## config.mk

```make
export PLATFORM = sky130hd
export DESIGN_NAME = reg_write_arbiter
export DESIGN_NICKNAME = d
export VERILOG_FILES = /design/src/rtl/reg_write_arbiter.sv
export SDC_FILE = /design/constraint.sdc
export NUM_CORES = 1
export LEC_CHECK = 0
export ABC_AREA = 1
export CAP_MARGIN = 20
export CORE_ASPECT_RATIO = 2
export CORE_MARGIN = 3
export CORE_UTILIZATION = 44
export CTS_BUF_LIST = sky130_fd_sc_hd__clkbuf_8
export DETAILED_ROUTE_END_ITERATION = 8
export PLACE_DENSITY = 0.83
export SLEW_MARGIN = 10
export SYNTH_ARGS = -nofsm -noshare
export SYNTH_HDL_FRONTEND = slang
export SYNTH_SLANG_ARGS = --single-unit
```

## constraint.sdc

```tcl
create_clock -name clock -period 3.4 [get_ports clock]
set_input_delay 0.51 -clock clock [delete_from_list [all_inputs] [get_ports clock]]
set_output_delay 0.51 -clock clock [all_outputs]
set_load 0.01 [all_outputs]
```

## src/rtl/reg_write_arbiter.sv

```systemverilog
// Write-port arbiter for the CRP16 register bank: round-robin grant with a
// bounded lock, registered one-hot write strobe, data bus and per-requester ack.
module reg_write_arbiter #(
    parameter int NUM_REQ  = 3,
    parameter int NUM_REGS = 8,
    parameter int ADDR_W   = 3,
    parameter int DATA_W   = 16,
    parameter int MAX_LOCK = 4
) (
    input  logic                       clock,
    input  logic                       resetn,
    input  logic [NUM_REQ-1:0]         req,
    input  logic [NUM_REQ*ADDR_W-1:0]  req_addr,
    input  logic [NUM_REQ*DATA_W-1:0]  req_data,
    input  logic [NUM_REQ-1:0]         lock,
    output logic [NUM_REQ-1:0]         ack,
    output logic [NUM_REGS-1:0]        reg_write,
    output logic [DATA_W-1:0]          reg_load_val,
    output logic                       busy,
    output logic                       dbg_state
);

    // Handshake: req[i] acts as a valid that is held, with its addr/data, until
    // ack[i] pulses; the edge closing the ack cycle samples either a dropped req
    // or the requester's next item.

    localparam int PTR_W = (NUM_REQ > 2) ? 2 : 1;
    localparam int CNT_W = 4;

    typedef enum logic {
        ST_RR     = 1'b0,
        ST_LOCKED = 1'b1
    } state_t;

    state_t             state_q, state_d;
    logic [PTR_W-1:0]   ptr_q, ptr_d;
    logic [PTR_W-1:0]   owner_q, owner_d;
    logic [CNT_W-1:0]   cnt_q, cnt_d;

    logic               grant;
    logic               expired;
    logic               honor_lock;
    logic [PTR_W-1:0]   win;
    logic [PTR_W-1:0]   start;
    logic [PTR_W-1:0]   cand;
    int                 rr_idx;
    logic [ADDR_W-1:0]  win_addr;
    logic [DATA_W-1:0]  win_data;
    logic [NUM_REQ-1:0] ack_d;
    logic [NUM_REGS-1:0] reg_write_d;

    function automatic logic [PTR_W-1:0] next_idx(input logic [PTR_W-1:0] w);
        if (w == PTR_W'(NUM_REQ - 1)) begin
            return '0;
        end
        return w + PTR_W'(1);
    endfunction

    always_comb begin
        state_d    = state_q;
        ptr_d      = ptr_q;
        owner_d    = owner_q;
        cnt_d      = cnt_q;
        grant      = 1'b0;
        win        = '0;
        honor_lock = 1'b1;
        start      = ptr_q;
        rr_idx     = 0;
        cand       = '0;
        expired    = (state_q == ST_LOCKED) && (cnt_q >= CNT_W'(MAX_LOCK));

        if ((state_q == ST_LOCKED) && !expired && req[owner_q]) begin
            grant = 1'b1;
            win   = owner_q;
        end else begin
            // An exhausted lock restarts the search just past the owner.
            if (expired) begin
                start      = next_idx(owner_q);
                honor_lock = 1'b0;
            end
            for (int i = 0; i < NUM_REQ; i++) begin
                rr_idx = int'(start) + i;
                if (rr_idx >= NUM_REQ) begin
                    rr_idx = rr_idx - NUM_REQ;
                end
                cand = PTR_W'(rr_idx);
                if (!grant && req[cand]) begin
                    grant = 1'b1;
                    win   = cand;
                end
            end
        end

        if (grant) begin
            if (honor_lock && lock[win]) begin
                state_d = ST_LOCKED;
                owner_d = win;
                cnt_d   = ((state_q == ST_LOCKED) && (owner_q == win)) ? cnt_q + CNT_W'(1)
                                                                       : CNT_W'(1);
            end else begin
                state_d = ST_RR;
                cnt_d   = '0;
                ptr_d   = next_idx(win);
            end
        end else if ((state_q == ST_LOCKED) && !req[owner_q]) begin
            state_d = ST_RR;
            cnt_d   = '0;
        end
    end

    always_comb begin
        win_addr    = '0;
        win_data    = '0;
        ack_d       = '0;
        reg_write_d = '0;
        for (int i = 0; i < NUM_REQ; i++) begin
            if (PTR_W'(i) == win) begin
                win_addr = req_addr[i*ADDR_W +: ADDR_W];
                win_data = req_data[i*DATA_W +: DATA_W];
            end
        end
        if (grant) begin
            ack_d[win]            = 1'b1;
            reg_write_d[win_addr] = 1'b1;
        end
    end

    always_ff @(posedge clock or negedge resetn) begin
        if (!resetn) begin
            state_q <= ST_RR;
            ptr_q   <= '0;
            owner_q <= '0;
            cnt_q   <= '0;
        end else begin
            state_q <= state_d;
            ptr_q   <= ptr_d;
            owner_q <= owner_d;
            cnt_q   <= cnt_d;
        end
    end

    // Strobes last exactly one cycle; the data bus holds its last value when idle.
    always_ff @(posedge clock or negedge resetn) begin
        if (!resetn) begin
            ack          <= '0;
            reg_write    <= '0;
            reg_load_val <= '0;
            busy         <= 1'b0;
        end else begin
            ack       <= ack_d;
            reg_write <= reg_write_d;
            busy      <= grant;
            if (grant) begin
                reg_load_val <= win_data;
            end
        end
    end

    assign dbg_state = (state_q == ST_LOCKED);

endmodule

```

==> flow_metrics.tcl, run 1 <==
set metrics [dict create \
    status "completed" \
    cp.required_ns 3.58 \
    fmax_mhz 316 \
    synth-adder-area-share_pct 1.70 \
    cts_tree "built" \
    hold_violations 0 \
    drive_above_1_share_pct 13.2 \
    gp_routability_congestion 0.897 \
    rr_worst_depth 22 \
    crit_path_start_kind "flip-flop" \
    synthCells 280 \
    maxSlewHeadroom_pct 46.4 \
    seq_area_frac_synth_pct 42.0 \
    ant_nets 0 \
    syn_area_per_cell_um2 7.86 \
    die_y_um 106 \
    timing.critical_path.to_type "flip-flop" \
    seq_power_share_pct 20.8 \
    p_comb_share_pct 71.3 \
    place_inst 422 \
    synth_top_area_share_pct 42.0 \
    p_switching_mw 1.84 \
    syn_nets 348 \
    synth_ff_type "dfrtp_1" \
    fp.coreArea_mm2 0.00473 \
    syn2layout_area_growth_pct 49.8 \
    stdcell_count 435 \
    rsz0062_at_grt "false" \
    cts_num_sinks 37 \
    wl_per_cell_um 14.8 \
    cts_buffers 5 \
    maxCapViolations 0 \
    min_path_type "in2async" \
    synth_mux_area_share_pct 0 \
    grt_pass1_vias 2396 \
    cp_top_family "simple AND/OR/NAND/NOR gates" \
    hpwl_um 5200 \
    start_util_pct 46.6 \
    vias 2284 \
    layout.nets 447 \
    synthArstFlopShare_pct 100 \
    fin_crit_sh_pct 93.2 \
    crit_arrival_ns 3.35 \
    switching_share_pct 49.5 \
    ys_seq_elements 37 \
    grt_pass1_wl_um 10600 \
    synth_top_family_by_area "simple AND/OR/NAND/NOR gates" \
    drv_slew 0 \
    insertion_delay_ns 0.29 \
    synth_cell_types 36 \
    total_leakage_power_nw 1.57 \
    netlist_area_mm2 0.00220 \
    synthXorXnorAreaFrac_pct 0.398 \
    rrSetupSlack_ns 0.23 \
    clock_power_share_pct 7.8 \
    firstDrtPassIters 4 \
    crit_path_start "owner_q[1]" \
    n_antenna_cell 0 \
    powerDensity_mw_per_mm2 1130 \
    synth_common_cells "nand2_1, dfrtp_1, inv_1" \
    critPathBufInv 7 \
    synth_edf_count 0 \
    internal_power_mw 1.88 \
    antenna_found_initial 0 \
    grt_overflow 0 \
    regToRegEndpoint "reg_load_val[8]" \
    die_x_um 56.0 \
    die-area_mm2 0.00594 \
    clk_pin_slew_worst_paths_ns 0.07 \
    pin_count 94 \
    setup_tns_ns 0 \
    cp_slowest_cell "dfrtp_1" \
    yosysMostFrequentCell "nand2_1" \
    grt_max_degree 38 \
    cp-endpoint "reg_load_val[8]" \
    cts_buffer_depth 2 \
    port-buffer-count 93 \
    synth-compound-area-share_pct 10.2 \
    htreeDepth 2 \
    critical_path.max_fanout 15 \
    peakVddDrop_v 0.000786 \
    drc 0 \
    viasPerCell 5.25 \
    critPathKind "reg2reg" \
    routed_wirelength_um 6430 \
    drt_iter0_drc 70 \
    yosys_warnings 0 \
    post-route-util_pct 69.7 \
    yosysTopAreaCell "dfrtp_1" \
    period_minus_slack_ns 3.17 \
    cts-root-buf "clkbuf_8" \
    synth-simple-area-share_pct 37.7 \
    critPathMaxStageDelay_ns 0.45 \
    finalClockSkew_ns 0.00987 \
    path_depth 22 \
    r2r-start "owner_q[1]" \
    netlist_top_cells_area "dfrtp_1, nand2_1, inv_1" \
    num_rows 35 \
    fillCellCount 373 \
    worstMarginPinSlew_ns 0.804 \
    setup_viol 0 \
    grt_usage_pct 22.6 \
    path_cells "inv_1 -> nand2_1 -> nand3_1 -> nand2_2 -> inv_1 -> ha_1 -> nor2_1 -> nand3b_1 -> nand2_1 -> inv_2 -> nor2_2 -> nand3_2 -> nand3_2 -> nand2_4 -> inv_4 -> nor2_4 -> buf_12 -> buf_4 -> nand2_1 -> nand4_1 -> o21ai_1 -> inv_1" \
]
metal layers:
| metal | track usage [%] | up-vias | part of all wire, % | routed length, um |
|---|---|---|---|---|
| li1 | - | 1114 | - | - |
| met1 | 21.0 | 1052 | 32 | 2070 |
| met2 | 42.7 | 89 | 57 | 3690 |
| met3 | 3.65 | 29 | 4.9 | 312 |
| met4 | 16.0 | 0 | 5.6 | 357 |
| met5 | 0 | - | 0 | 0 |
placed cells by master, fill, tap and decap left out, types with 8 or more instances in the layout:
cell             synthesis  routed
nand2_1                 81      81
dfrtp_1                 37      37
o21ai_0                 13      13
a22oi_1                  8       8
nand2_2                 11      11
nor2_1                  18      18
clkdlybuf4s50_1          0      92
nand3_1                 16      16
inv_1                   27      28
nand4_1                 16      16
cell type report:
| type | instances | area, um^2 | area share [%] |
|---|---|---|---|
| Clock buffer | 5 | 68.8 | 2.09 |
| Clock inverter | 3 | 13.8 | 0.417 |
| Inverter | 34 | 130 | 3.95 |
| Multi-Input combinational cell | 201 | 1100 | 33.3 |
| Sequential cell | 37 | 926 | 28.1 |
| Tap cell | 55 | 68.8 | 2.09 |
| Timing Repair Buffer | 100 | 991 | 30.0 |
registers in the layout, indices dropped and copies added, names as in the netlist:
register	cells
busy	1
cnt_q	4
reg_write	8
ack	3
owner_q	2
ptr_q	2
dbg_state	1
reg_load_val	16
worst reg2reg max path, cell delays in order (launching register included):
cell,delay (ns)
dfrtp_1,0.45
inv_1,0.13
nand2_1,0.09
nand3_1,0.11
nand2_2,0.13
inv_1,0.07
ha_1,0.35
nor2_1,0.09
nand3b_1,0.15
nand2_1,0.14
inv_2,0.08
nor2_2,0.14
nand3_2,0.11
nand3_2,0.10
nand2_4,0.13
inv_4,0.19
nor2_4,0.08
buf_12,0.14
buf_4,0.13
nand2_1,0.05
nand4_1,0.07
o21ai_1,0.10
inv_1,0.05
power groups by stage:
| stage | clock (mW) | sequential, mW | combinational [mW] |
|---|---|---|---|
| finish | 0.292 | 0.776 | 2.66 |
| CTS | 0.299 | 0.776 | 2.56 |
| global route | 0.320 | 0.796 | 2.95 |
| floorplan | 0 | 0.830 | 1.77 |
| global placement | 0 | 0.782 | 2.48 |
| detailed placement | 0 | 0.781 | 2.55 |
logic make-up (layout without fill, tap and decap cells):
| logic type | count (synthesis) | count (layout) |
|---|---|---|
| DFF | 37 | 37 |
| adders and majority gates | 3 | 3 |
| AOI/OAI and AO/OA | 35 | 35 |
| buffers and inverters | 42 | 142 |
| xor gates and xnor gates | 1 | 1 |
| and+or+nand+nor | 162 | 162 |
through the flow:
stage / hold slack (ns) / setup slack, ns / instance area (um^2) / total power [mW]
after floorplan: 0.214 / 0.766 / 2200 / 2.60
after global placement: 0.461 / 0.288 / 3170 / 3.26
after detailed placement: 0.463 / 0.167 / 3170 / 3.33
after CTS: 0.319 / 0.149 / 3250 / 3.63
after global routing: 0.359 / 0.00120 / 3300 / 4.07
final: 0.300 / 0.231 / 3300 / 3.73
timing repair:
item | CTS | global route
hold buffers | 0 | 0
buffers inserted | 0 | 5
endpoints found under the setup margin | 0 | 11
resized for setup | 0 | 0
worst min path at each step:
stage | slack (ns) | from | to | cells past startpoint
3_3_place_gp | 0.46 | ptr_q[1] | ptr_q[1] | 2
3_5_place_dp | 0.46 | ptr_q[1] | ptr_q[1] | 2
5_1_grt | 0.36 | resetn | ack[1] | 1
2_1_floorplan | 0.21 | resetn | ack[0] | 0
6_report | 0.30 | resetn | ack[1] | 1
4_1_cts | 0.32 | resetn | ack[1] | 1
Power figures use the tool's default switching activity.
==> run 2, diff against run 1 <==
- CORE_ASPECT_RATIO: 2 -> 0.7
- SKIP_CTS_REPAIR_TIMING: not set -> 1
==> run 2 against run 1 <==
  * Clock skew fell by 0.0048 ns
  * Via count shrank 0.61%
  * Sequential share of layout area is 0.13 points lower
  * Sequential power is essentially flat
  * First-iteration DRC count up 120%
  * Total power grew 2.3%
  * Wire length shrank 2.7%
  * Critical path depth did not move
==> flow_metrics.tcl, run 2 (same netlist as run 1, synthesis figures left out) <==
set metrics [dict create \
    status "completed" \
    cts_num_sinks 37 \
    hpwl_um 4900 \
    cts-root-buf "clkbuf_8" \
    final_common_cell "clkdlybuf4s50_1" \
    peakVddDrop_v 0.000559 \
    layout.nets 447 \
    placed_cell_area_mm2 0.00319 \
    grt_pass1_vias 2165 \
    grt_max_degree 38 \
    critPathKind "reg2reg" \
    insertion_delay_ns 0.29 \
    drive_above_1_share_pct 13.4 \
    clk_pin_slew_worst_paths_ns 0.07 \
    fin_crit_sh_pct 92.0 \
    setup_viol 0 \
    worstMarginPinSlew_ns 0.809 \
    multiInputGateArea_mm2 0.00110 \
    timing.critical_path.to_type "flip-flop" \
    critical_path.max_fanout 15 \
    drt_iter0_drc 153 \
    largest_register "reg_load_val" \
    fin_area_mm2 0.00332 \
    min_path_type "in2async" \
    cts_tree "built" \
    start_util_pct 48.1 \
    pin_count 94 \
    period_minus_slack_ns 3.13 \
    viasPerCell 5.09 \
    gp_routability_congestion 0.984 \
    htreeDepth 2 \
    place_inst 434 \
    maxCapViolations 0 \
    cts_buffer_depth 2 \
    die_x_um 90.6 \
    cp.required_ns 3.59 \
    syn2layout_area_growth_pct 50.7 \
    firstDrtPassIters 5 \
    crit_path_start_kind "flip-flop" \
    cts_buffers 5 \
    num_rows 20 \
    fmax_mhz 320 \
    fillCellCount 340 \
    grt_usage_pct 22.1 \
    drv_slew 0 \
    whs_ns 0.303 \
    finalClockSkew_ns 0.00509 \
    die-area_mm2 0.00590 \
    setup_tns_ns 0 \
    setup_ws_ns 0.271 \
    die_y_um 65.2 \
    largest_reg_flops 16 \
    routed_wirelength_um 6260 \
    largest_registers "reg_load_val x16, reg_write x8, cnt_q x4" \
    layout_common_cells "clkdlybuf4s50_1, nand2_1, dfrtp_1, inv_1, nor2_1" \
    stdcell_count 446 \
    regArea_um2 927 \
    dp_worst_setup_slack_ns 0.196 \
    wl_per_cell_um 14.0 \
    port-buffer-count 93 \
    crit_arrival_ns 3.32 \
    antenna_found_initial 0 \
    hold_violations 0 \
    total_leakage_power_nw 1.57 \
    drc 0 \
    vias 2270 \
    grt_overflow 0 \
    powerDensity_mw_per_mm2 1150 \
    grt_pass1_wl_um 10300 \
    rsz0062_at_grt "false" \
    fp.coreArea_mm2 0.00458 \
    maxSlewHeadroom_pct 46.1 \
    ant_nets 0 \
    n_antenna_cell 0 \
]
-- run 2: worst max-delay path: stages (launching register included) --
cell and delay (ns):
dfrtp_1 0.44, inv_1 0.11, nand2_1 0.08, nand3_1 0.09
nand2_2 0.13, inv_1 0.07, ha_1 0.35, nor2_1 0.10
nand3b_1 0.15, nand2_1 0.11, inv_2 0.07, nor2_2 0.14
nand3_2 0.11, nand3_2 0.11, nand2_4 0.13, inv_4 0.18
nor2_4 0.08, buf_12 0.14, buf_4 0.13, nand2_1 0.05
nand4_1 0.08, o21ai_1 0.10, inv_1 0.05
-- run 2: worst paths after layout --
| check | from | end | slack [ns] | cells past startpoint |
|---|---|---|---|---|
| max in group asynchronous | resetn | cnt_q[2] | 2.55 | 1 |
| min in group clock | ptr_q[1] | ptr_q[1] | 0.48 | 2 |
| hold / removal | resetn | cnt_q[3] | 0.30 | 1 |
| setup reg to reg | owner_q[1] | reg_load_val[15] | 0.27 | 22 |
| hold reg to reg | ptr_q[1] | ptr_q[1] | 0.48 | 2 |
| setup / recovery | owner_q[1] | reg_load_val[15] | 0.27 | 22 |
-- run 2: where the power goes --
group	switching, mW	total, mW	internal [mW]	leakage, nW
registers	0.114	0.773	0.659	0.458
clock network	0.156	0.295	0.139	0.0491
logic	1.61	2.74	1.13	1.06
total	1.88	3.81	1.93	1.57
-- run 2: cell type report --
cell class	count	share of cell area, %
Tap cell	66	2.49
Clock inverter	3	0.415
Sequential cell	37	27.9
Clock buffer	5	2.07
Inverter	34	3.92
Multi-Input combinational cell	201	33.3
Timing Repair Buffer	100	29.9
-- run 2: per-layer routing --
layer	global-route usage (%)	up-vias	wire (um)
met3	8.70	9	639
met2	31.6	104	2600
li1	-	1119	-
met5	0	-	0
met1	30.6	1038	2940
met4	7.44	0	87
-- run 2: per-stage QoR --
stage	total power [mW]	utilization, %
finish	3.81	72.5
global route	4.20	72.5
CTS	3.63	71.4
detailed placement	3.33	69.6
global placement	3.24	69.6
floorplan	2.60	-
==> run 3, diff against run 2 <==
- CORE_UTILIZATION: 44 -> 27
- PLACE_DENSITY: 0.83 -> not set
- clock period: 3.4 -> 3.55 ns (I/O delays scaled with it)
==> run 3 against run 2 <==
  * Register-to-register slack better by 0.04 ns
  * Hold slack better by 0.043 ns
  * Worst setup slack better by 0.038 ns
  * Highest routed layer unchanged
  * Non-clock buffer count fell by 2
  * Critical path depth shrank 1
  * Global-route usage shrank 6.3 points
  * Critical path type unchanged
  * Largest cell class unchanged
  * Fmax down 3.5%
  * Via count is 0.79% lower
  * Utilization decreased by 29 points
==> flow_metrics.tcl, run 3 (same netlist as run 1, synthesis figures left out) <==
set metrics [dict create \
    layout.nets 445 \
    internal_power_mw 1.79 \
    grt_max_degree 38 \
    p_switching_mw 1.80 \
    drv_slew 0 \
    switching_share_pct 50.1 \
    worstMarginPinSlew_ns 0.853 \
    die_x_um 114 \
    powerDensity_mw_per_mm2 1080 \
    met1_length_um 3270 \
    fp.coreArea_mm2 0.00761 \
    clock_power_share_pct 8.4 \
    fin_crit_sh_pct 91.3 \
    grt_pass1_vias 2279 \
    top_layer_used "met4" \
    timing.critical_path.to_type "flip-flop" \
    rrSetupSlack_ns 0.31 \
    cts_buffer_depth 2 \
    dr_wl_met3_um 782 \
    insertion_delay_ns 0.28 \
    largest_register "reg_load_val" \
    n_antenna_cell 0 \
    final_common_cell "clkdlybuf4s50_1" \
    gp_routability_congestion 0.855 \
    setup_viol 0 \
    rsz0062_at_grt "false" \
    grt_usage_pct 15.8 \
    dr_wl_met2_um 2770 \
    maxSlewHeadroom_pct 43.1 \
    drt_iter0_drc 97 \
    cp_slowest_cell "dfrtp_1" \
    crit_arrival_ns 3.41 \
    fmax_mhz 309 \
    clk_pin_slew_worst_paths_ns 0.08 \
    drive_above_1_share_pct 12.5 \
    viasPerCell 4.74 \
    pin_count 94 \
    whs_ns 0.345 \
    die-area_mm2 0.00929 \
    min_path_type "in2async" \
    hpwl_um 5300 \
    grt_overflow 0 \
    grt_pass1_wl_um 11500 \
    period_minus_slack_ns 3.24 \
    regToRegEndpoint "reg_write[0]" \
    crit_path_start_kind "flip-flop" \
    port-buffer-count 93 \
    syn2layout_area_growth_pct 51.1 \
    p_comb_share_pct 71.1 \
    firstDrtPassIters 4 \
    peakVddDrop_v 0.000434 \
    start_util_pct 28.9 \
    cp_top_family "simple AND/OR/NAND/NOR gates" \
    drc 0 \
    r2r-start "cnt_q[2]" \
    cts_tree "built" \
    layout_common_cells "clkdlybuf4s50_1, nand2_1, dfrtp_1, inv_1, nor2_1" \
    cts_buffers 5 \
    cts-root-buf "clkbuf_8" \
    cts_num_sinks 37 \
    critPathBufInv 5 \
    die_y_um 81.6 \
    critical_path.max_fanout 15 \
    rr_worst_depth 21 \
    routed_wirelength_um 6880 \
    htreeDepth 2 \
    crit_top_cell "nand2_2" \
    critPathMaxStageDelay_ns 0.45 \
    status "completed" \
    largest_registers "reg_load_val x16, reg_write x8, cnt_q x4" \
    critPathKind "reg2reg" \
    ant_nets 0 \
    num_rows 26 \
    finalClockSkew_ns 0.00677 \
    maxCapViolations 0 \
    antenna_found_initial 0 \
    cp.required_ns 3.72 \
    hold_violations 0 \
    setup_tns_ns 0 \
    total_leakage_power_nw 1.55 \
    seq_power_share_pct 20.6 \
    wl_per_cell_um 14.5 \
    path_cells "o21ai_4 -> nand2_2 -> nand2_2 -> inv_1 -> ha_1 -> nor2_1 -> nand3b_1 -> nand2_1 -> inv_2 -> nor2_2 -> nand3_2 -> nand3_2 -> nand2_4 -> inv_4 -> nor2_4 -> buf_4 -> nand2_2 -> nand3b_4 -> inv_2 -> nand2_1 -> nor2_1" \
    largest_reg_flops 16 \
    vias 2252 \
]
==> run 3: power by group through the flow <==
stage / Combinational [mW] / Sequential (mW) / Clock, mW
finish: 2.55 / 0.740 / 0.300
global route: 2.93 / 0.764 / 0.332
CTS: 2.50 / 0.739 / 0.311
detailed placement: 2.49 / 0.743 / 0
global placement: 2.44 / 0.748 / 0
floorplan: 1.69 / 0.795 / 0
==> run 3: final cells by class <==
class / count / area, um^2
Sequential cell: 37 / 926
Fill cell: 763 / 4280
Multi-Input combinational cell: 201 / 1100
Clock buffer: 6 / 82.6
Timing Repair Buffer: 98 / 963
Tap cell: 98 / 123
Clock inverter: 1 / 3.75
Inverter: 34 / 130
==> run 3: worst max path at each step <==
| stage | cells past startpoint | start | endpoint | slack [ns] |
|---|---|---|---|---|
| CTS | 19 | cnt_q[2] | reg_load_val[2] | 0.18 |
| finish | 21 | cnt_q[2] | reg_write[0] | 0.31 |
| global placement | 15 | req[2] | reg_load_val[0] | 0.34 |
| detailed placement | 19 | cnt_q[2] | reg_load_val[2] | 0.19 |
| floorplan | 14 | cnt_q[2] | reg_load_val[14] | 0.92 |
| global route | 19 | cnt_q[2] | reg_write[0] | 0.02 |
==> run 3: per-layer routing <==
layer	vias up	global-route usage, %
li1	1113	-
met1	1027	21.1
met2	104	23.4
met3	8	7.22
met4	0	3.68
met5	-	0
==> run 3: through the flow <==
step           util, %  instance area [um^2]  power (mW)  setup slack [ns]  std cells
2_1_floorplan        -                  2200        2.49             0.916        280
3_3_place_gp      42.3                  3220        3.19             0.336        465
3_5_place_dp      42.3                  3220        3.23             0.193        465
4_1_cts           43.4                  3310        3.55             0.184        472
5_1_grt           43.7                  3330        4.03            0.0230        475
6_report          43.7                  3330        3.60             0.309        475
